### src/rtl/dynode_pkg.sv
// Shared widths, field layout and event word type for the dynode event path.
// The packed struct order matches the readout word: ingcnt on top, time at the bottom.
package dynode_pkg;

   localparam int ENERGY_W   = 12;
   localparam int INGCNT_W   = 4;
   localparam int TIME_W     = 24;
   localparam int EV_W       = INGCNT_W + ENERGY_W + TIME_W;

   localparam int TIME_LSB   = 0;
   localparam int ENERGY_LSB = TIME_LSB + TIME_W;
   localparam int INGCNT_LSB = ENERGY_LSB + ENERGY_W;

   typedef struct packed {
      logic [INGCNT_W-1:0] ingcnt;
      logic [ENERGY_W-1:0] energy;
      logic [TIME_W-1:0]   evntim;
   } event_t;

   // Inclusive unsigned window; an inverted window (lo > hi) matches nothing.
   function automatic logic in_window(input logic [ENERGY_W-1:0] energy,
                                      input logic [ENERGY_W-1:0] lo,
                                      input logic [ENERGY_W-1:0] hi);
      return (energy >= lo) && (energy <= hi);
   endfunction

endpackage

### src/rtl/dynode_event_buffer_if.sv
// Readout stream between the event buffer and its downstream consumer.
interface dynode_event_buffer_if #(
   parameter int W = dynode_pkg::EV_W
);
   logic         ev_valid;
   logic         ev_ready;
   logic [W-1:0] ev_data;

   modport master (output ev_valid, output ev_data, input ev_ready);
   modport slave  (input ev_valid, input ev_data, output ev_ready);
endinterface

### src/rtl/dynode_evfifo.sv
// Circular event store with synchronous write; the head word is captured by the
// consumer's output register, so reads take effect on the clock edge.
module dynode_evfifo #(
   parameter int DEPTH = 16,
   parameter int CAP   = DEPTH,
   parameter int W     = 40
) (
   input  logic                     clk,
   input  logic                     reset,
   input  logic                     wr_en,
   input  logic [W-1:0]             wr_data,
   input  logic                     rd_en,
   output logic [W-1:0]             rd_data,
   output logic                     full,
   output logic                     empty,
   output logic [$clog2(DEPTH):0]   count
);

   localparam int AW = $clog2(DEPTH);
   localparam int CW = AW + 1;

   logic [W-1:0]  mem [DEPTH];
   logic [AW-1:0] wr_ptr;
   logic [AW-1:0] rd_ptr;

   always_ff @(posedge clk) begin
      if (wr_en) mem[wr_ptr] <= wr_data;
   end

   // Pointers wrap naturally because DEPTH is a power of two.
   always_ff @(posedge clk or posedge reset) begin
      if (reset) begin
         wr_ptr <= '0;
         rd_ptr <= '0;
         count  <= '0;
      end else begin
         if (wr_en) wr_ptr <= wr_ptr + AW'(1);
         if (rd_en) rd_ptr <= rd_ptr + AW'(1);
         case ({wr_en, rd_en})
            2'b10:   count <= count + CW'(1);
            2'b01:   count <= count - CW'(1);
            default: count <= count;
         endcase
      end
   end

   assign full    = (count == CW'(CAP));
   assign empty   = (count == '0);
   assign rd_data = mem[rd_ptr];

endmodule

### src/rtl/dynode_event_buffer.sv
// Energy-windowed event buffer: one register stage, window qualification, FIFO
// storage and a first-word-fall-through output register with statistics.
module dynode_event_buffer
   import dynode_pkg::*;
#(
   parameter int DEPTH = 16,
   parameter int CNTW  = 16
) (
   input  logic                   clk,
   input  logic                   reset,
   input  logic                   ene_load,
   input  logic [ENERGY_W-1:0]    dyn_energy,
   input  logic [INGCNT_W-1:0]    dyn_ingcnt,
   input  logic [TIME_W-1:0]      dyn_evntim,
   input  logic                   win_en,
   input  logic [ENERGY_W-1:0]    e_lo,
   input  logic [ENERGY_W-1:0]    e_hi,
   input  logic                   clr_stats,
   dynode_event_buffer_if.master  ev,
   output logic [$clog2(DEPTH):0] fifo_count,
   output logic                   ovf_flag,
   output logic [CNTW-1:0]        cnt_accept,
   output logic [CNTW-1:0]        cnt_reject,
   output logic [CNTW-1:0]        cnt_ovf
);

   localparam int CW = $clog2(DEPTH) + 1;

   logic            s1_valid;
   event_t          s1_event;
   logic            s1_qual;
   logic            out_valid;
   event_t          out_event;
   logic            pop;
   logic            take_slot;
   logic            wr_ok;
   logic            bypass;
   logic            mem_wr;
   logic            mem_rd;
   logic            mem_full;
   logic            mem_empty;
   logic [EV_W-1:0] mem_head;
   logic [CW-1:0]   mem_count;
   logic            rej_evt;
   logic            ovf_evt;

   always_ff @(posedge clk or posedge reset) begin
      if (reset) begin
         s1_valid <= 1'b0;
         s1_event <= '0;
      end else begin
         s1_valid <= ene_load;
         s1_event <= {dyn_ingcnt, dyn_energy, dyn_evntim};
      end
   end

   assign s1_qual   = !win_en || in_window(s1_event.energy, e_lo, e_hi);
   assign pop       = out_valid && ev.ev_ready;
   assign take_slot = !out_valid || pop;

   // The memory holds DEPTH-1 words because the output register is the last slot,
   // so a full memory always means the whole buffer is full.
   assign wr_ok   = s1_valid && s1_qual && (!mem_full || pop);
   assign mem_rd  = take_slot && !mem_empty;
   assign bypass  = wr_ok && take_slot && mem_empty;
   assign mem_wr  = wr_ok && !bypass;
   assign rej_evt = s1_valid && !s1_qual;
   assign ovf_evt = s1_valid && s1_qual && !wr_ok;

   dynode_evfifo #(
      .DEPTH (DEPTH),
      .CAP   (DEPTH - 1),
      .W     (EV_W)
   ) u_fifo (
      .clk     (clk),
      .reset   (reset),
      .wr_en   (mem_wr),
      .wr_data (s1_event),
      .rd_en   (mem_rd),
      .rd_data (mem_head),
      .full    (mem_full),
      .empty   (mem_empty),
      .count   (mem_count)
   );

   // An empty output slot is refilled from memory first, otherwise straight from stage 1.
   always_ff @(posedge clk or posedge reset) begin
      if (reset) begin
         out_valid <= 1'b0;
         out_event <= '0;
      end else if (take_slot) begin
         if (!mem_empty) begin
            out_valid <= 1'b1;
            out_event <= mem_head;
         end else if (wr_ok) begin
            out_valid <= 1'b1;
            out_event <= s1_event;
         end else begin
            out_valid <= 1'b0;
         end
      end
   end

   always_ff @(posedge clk or posedge reset) begin
      if (reset) begin
         cnt_accept <= '0;
         cnt_reject <= '0;
         cnt_ovf    <= '0;
         ovf_flag   <= 1'b0;
      end else if (clr_stats) begin
         cnt_accept <= '0;
         cnt_reject <= '0;
         cnt_ovf    <= '0;
         ovf_flag   <= 1'b0;
      end else begin
         if (wr_ok && (cnt_accept != '1))   cnt_accept <= cnt_accept + CNTW'(1);
         if (rej_evt && (cnt_reject != '1)) cnt_reject <= cnt_reject + CNTW'(1);
         if (ovf_evt && (cnt_ovf != '1))    cnt_ovf    <= cnt_ovf + CNTW'(1);
         if (ovf_evt)                       ovf_flag   <= 1'b1;
      end
   end

   assign ev.ev_valid = out_valid;
   assign ev.ev_data  = out_event;
   assign fifo_count  = mem_count + CW'(out_valid);

endmodule

### src/flat_wrapper.sv
// flat-port wrapper written by rule: the top's interface ports become plain ports
module dynode_event_buffer_flat import dynode_pkg::*;
#(
   parameter int DEPTH = 16,
   parameter int CNTW  = 16
)
  (clk, reset, ene_load, dyn_energy, dyn_ingcnt, dyn_evntim, win_en, e_lo, e_hi, clr_stats, fifo_count, ovf_flag, cnt_accept, cnt_reject, cnt_ovf, ev_ev_valid, ev_ev_data, ev_ev_ready);
  dynode_event_buffer_if ev_i ();
  input  logic clk;
  input  logic reset;
  input  logic ene_load;
  input  logic [ENERGY_W-1:0] dyn_energy;
  input  logic [INGCNT_W-1:0] dyn_ingcnt;
  input  logic [TIME_W-1:0] dyn_evntim;
  input  logic win_en;
  input  logic [ENERGY_W-1:0] e_lo;
  input  logic [ENERGY_W-1:0] e_hi;
  input  logic clr_stats;
  output logic [$clog2(DEPTH):0] fifo_count;
  output logic ovf_flag;
  output logic [CNTW-1:0] cnt_accept;
  output logic [CNTW-1:0] cnt_reject;
  output logic [CNTW-1:0] cnt_ovf;
  output wire logic [$bits(ev_i.ev_valid)-1:0] ev_ev_valid;
  output wire logic [$bits(ev_i.ev_data)-1:0] ev_ev_data;
  input wire logic [$bits(ev_i.ev_ready)-1:0] ev_ev_ready;
  assign ev_ev_valid = ev_i.ev_valid;
  assign ev_ev_data = ev_i.ev_data;
  assign ev_i.ev_ready = ev_ev_ready;
  dynode_event_buffer #(.DEPTH(DEPTH), .CNTW(CNTW)) u_core (.clk(clk), .reset(reset), .ene_load(ene_load), .dyn_energy(dyn_energy), .dyn_ingcnt(dyn_ingcnt), .dyn_evntim(dyn_evntim), .win_en(win_en), .e_lo(e_lo), .e_hi(e_hi), .clr_stats(clr_stats), .ev(ev_i), .fifo_count(fifo_count), .ovf_flag(ovf_flag), .cnt_accept(cnt_accept), .cnt_reject(cnt_reject), .cnt_ovf(cnt_ovf));
endmodule
### config.mk
export PLATFORM = sky130hd
export DESIGN_NAME = dynode_event_buffer_flat
export DESIGN_NICKNAME = d
export VERILOG_FILES = /design/src/rtl/dynode_pkg.sv /design/src/rtl/dynode_event_buffer_if.sv /design/src/rtl/dynode_evfifo.sv /design/src/rtl/dynode_event_buffer.sv /design/src/flat_wrapper.sv
export SDC_FILE = /design/constraint.sdc
export NUM_CORES = 1
export LEC_CHECK = 0
export ABC_AREA = 1
export CAP_MARGIN = 10
export CORE_UTILIZATION = 40
export CTS_CLUSTER_DIAMETER = 150
export CTS_CLUSTER_SIZE = 20
export DETAILED_ROUTE_END_ITERATION = 12
export DONT_BUFFER_PORTS = 1
export PLACE_DENSITY = 0.66
export SLEW_MARGIN = 20
export SYNTH_ARGS = -nofsm -noshare
export SYNTH_HDL_FRONTEND = slang
export SYNTH_SLANG_ARGS = --single-unit
### constraint.sdc
create_clock -name clk -period 12.45 [get_ports clk]
set_clock_uncertainty 0.1 [all_clocks]
set_input_delay 1.8675 -clock clk [delete_from_list [all_inputs] [get_ports clk]]
set_output_delay 1.8675 -clock clk [all_outputs]
set_load 0.02 [all_outputs]
==> flow_metrics.tcl <==
set metrics [dict create \
    yosysWarnings 0 \
    synth_edf_count 640 \
    grt_start_max_net_pins 167 \
    status "completed" \
    clock_sinks 784 \
    endpoint_kind "flip-flop" \
    gr-usage-met1_pct 26.2 \
    areaGrowthSynthToFinish_pct 6.69 \
    synth.distinct_cells 39 \
    netlist_area_um2 33100 \
    pin_count 165 \
    finalHoldViolCount 0 \
    die_x_um 290 \
    utilization_pct 43.1 \
    synth_top_area_share_pct 58.1 \
    drive_gt1_share_pct 5.09 \
    clk-insertion-delay-late_ps 610 \
    wl_per_cell_um 20.6 \
    drc 0 \
    post-cts-setup-buffers 0 \
    power.switching_uw 2710 \
    clockBufferDepth 3 \
    rsz0062_at_grt "no" \
    start_util_pct 40.4 \
    synth_common_cells "edfxtp_1, nor2_1, nand2_1, o21ai_0, nand3_1" \
    critical_path.startpoint "e_hi[3]" \
    period_minus_slack_ps 5260 \
    cts_tree "done" \
    dieArea_um2 83900 \
    viasPerCell 5.40 \
    num-nets-final 2920 \
    multi_input_area_um2 9130 \
    use_met2_pct 31.3 \
    ctsHoldBuffers 0 \
    yosysMostFrequentCell "edfxtp_1" \
    ys_seq_elements 784 \
    core_area_um2 82000 \
    rows 105 \
    p_comb_share_pct 31.1 \
    relSlewSlack_pct 27.3 \
    p_int_uw 4410 \
    start_kind "primary input" \
    path_clk_slew_ps 90 \
    busiest_layer "met2" \
    setup_viol_count_final 0 \
    required_ps 12590 \
    power_density_nw_per_um2 201 \
    r2r_start "u_core.u_fifo.rd_ptr[0]$_DFFE_PP0P_" \
    grt_usage_pct 18.9 \
    ir_drop_mv 0.135 \
    syn_nets 3006 \
    cts_buffers 45 \
    grt-ovfl-total 0 \
    ctsRootBufferMaster "clkbuf_16" \
    arrival_ps 5400 \
    routed-via-count 21200 \
    p_leak_uw 0.0125 \
    min_path_type "flip-flop to flip-flop" \
    n_fill_cell 7553 \
    wirelength_um 80500 \
    synth_ff_type "edfxtp_1" \
    worst_pin_slew_ps 1090 \
    post_cts_resized 0 \
    sw_frac_of_total_pct 38.0 \
    dp_hpwl_um 43600 \
    crit_type "primary input to flip-flop" \
    fmax_ghz 0.190 \
    setup-tns-final_ps 0 \
    synth_largest_area_cell "edfxtp_1" \
    final-max-slew-violation-count 0 \
    netlist_instances 2898 \
    first_iter_violations 2044 \
    grt_first_pass_wirelength_um 122000 \
    grt_pass1_vias 20000 \
    antenna_found_initial 1 \
    firstDrtPassIters 8 \
    port_buffers 0 \
    synth_async_sr_flop_share_pct 18.4 \
    cap_violations 0 \
    place_congestion 0.809 \
    seq_area_frac_synth_pct 68.9 \
    use_met3_pct 2.81 \
    seq_power_share_pct 47.2 \
    min_from "u_core.u_fifo.wr_ptr[3]$_DFFE_PP0P_" \
    clkPwrFrac_pct 21.7 \
    avgSynthCellArea_um2 11.4 \
    cts_max_level 2 \
    register_area_um2 22800 \
    crit_fanout 30 \
    chipHeight_um 290 \
    synthTopCellsByArea "edfxtp_1, dfrtp_1, nor2_1" \
    antenna_left 0 \
    timing.final.crit_share_pct 42.2 \
]
==> per-stage QoR <==
step / cells / total power, µW / instance area [µm²] / hold WS, ps / worst slack [ps]
2_1_floorplan: 2898 / 5010 / 33100 / 396 / 5940
3_3_place_gp: 3835 / 5620 / 34000 / 416 / 6420
3_5_place_dp: 3835 / 5650 / 34000 / 427 / 6370
4_1_cts: 3916 / 7180 / 35300 / 471 / 7020
5_1_grt: 3916 / 7540 / 35300 / 509 / 6830
6_report: 3917 / 7120 / 35300 / 484 / 7190
==> power groups by stage <==
stage,registers [µW],clock network [µW],logic [µW]
after floorplan,3280,0,1720
after global placement,3410,0,2200
after detailed placement,3420,0,2230
after CTS,3360,1580,2240
after global routing,3390,1660,2490
final,3360,1550,2210
==> worst max-delay path: stages <==
cell     delay, ps
inv_1           20
ha_1           290
a21oi_1        330
nand2_1        100
nand2_1         70
nand3_1         60
nand2_1         80
nand2_2        120
nand2_4        140
nand4_2        660
nor3_2         990
buf_4          640
==> per-layer routing <==
metal	up-vias	wire length (µm)
li1	9993	-
met1	10400	35100
met2	634	38900
met3	84	4890
met4	0	1620
met5	-	0
==> area by class of cell <==
| type | count | area share [%] |
|---|---|---|
| flip-flops and latches | 784 | 64.7 |
| multi-input cells | 1841 | 25.9 |
| well taps | 1070 | 3.79 |
| clock buffers | 78 | 3.54 |
| inverters | 96 | 1.06 |
| repair buffers | 44 | 0.935 |
| clock inverters | 3 | 0.159 |
| diodes | 1 | 0.00709 |
==> registers in the layout, indices dropped and copies added, names as in the netlist, 4 cells and up <==
signal,cells
u_core.u_fifo.mem,640
u_core.cnt_reject,16
u_core.u_fifo.rd_ptr,4
u_core.u_fifo.count,5
u_core.cnt_accept,16
u_core.u_fifo.wr_ptr,4
u_core.s1_event,40
u_core.ev.ev_data,40
u_core.cnt_ovf,16
==> layout by cell type, fill, tap and decap left out, drive strengths merged <==
master / count
edfxtp: 640
nor2: 562
nand2: 396
o21ai: 330
nand3: 237
o211ai: 162
dfrtp: 144
inv: 98
clkbuf: 78
buf: 44
ha: 38
nor3: 35
xor2: 30
a21oi: 14
nand4: 14
xnor2: 9
nor3b: 4
nor4: 3
nand3b: 2
or2: 2
diode: 1
a21o: 1
clkinv: 1
and3: 1
a31oi: 1
==> final timing paths <==
kind	slack (ps)	end	cells past startpoint
worst max-delay path	7190	u_core.u_fifo.mem[3][1]$_DFFE_PP_	12
worst min-delay path	480	u_core.u_fifo.wr_ptr[3]$_DFFE_PP0P_	2
worst max register to register	7380	u_core.ev.ev_data[32]$_DFFE_PP0P_	11
worst min register to register	480	u_core.u_fifo.wr_ptr[3]$_DFFE_PP0P_	2
max in group asynchronous	9650	u_core.ev.ev_data[34]$_DFFE_PP0P_	2
min in group asynchronous	1190	u_core.s1_event[28]$_DFF_PP0_	1
==> kinds of logic after synthesis <==
logic type                 synth area share, %
and+or+nand+nor                           15.9
DFF                                       68.9
buffers and inverters                     3.74
AOI/OAI and AO/OA                         8.92
adders and majority gates                 1.44
xor gates and xnor gates                  1.03
Power figures use the tool's default switching activity.
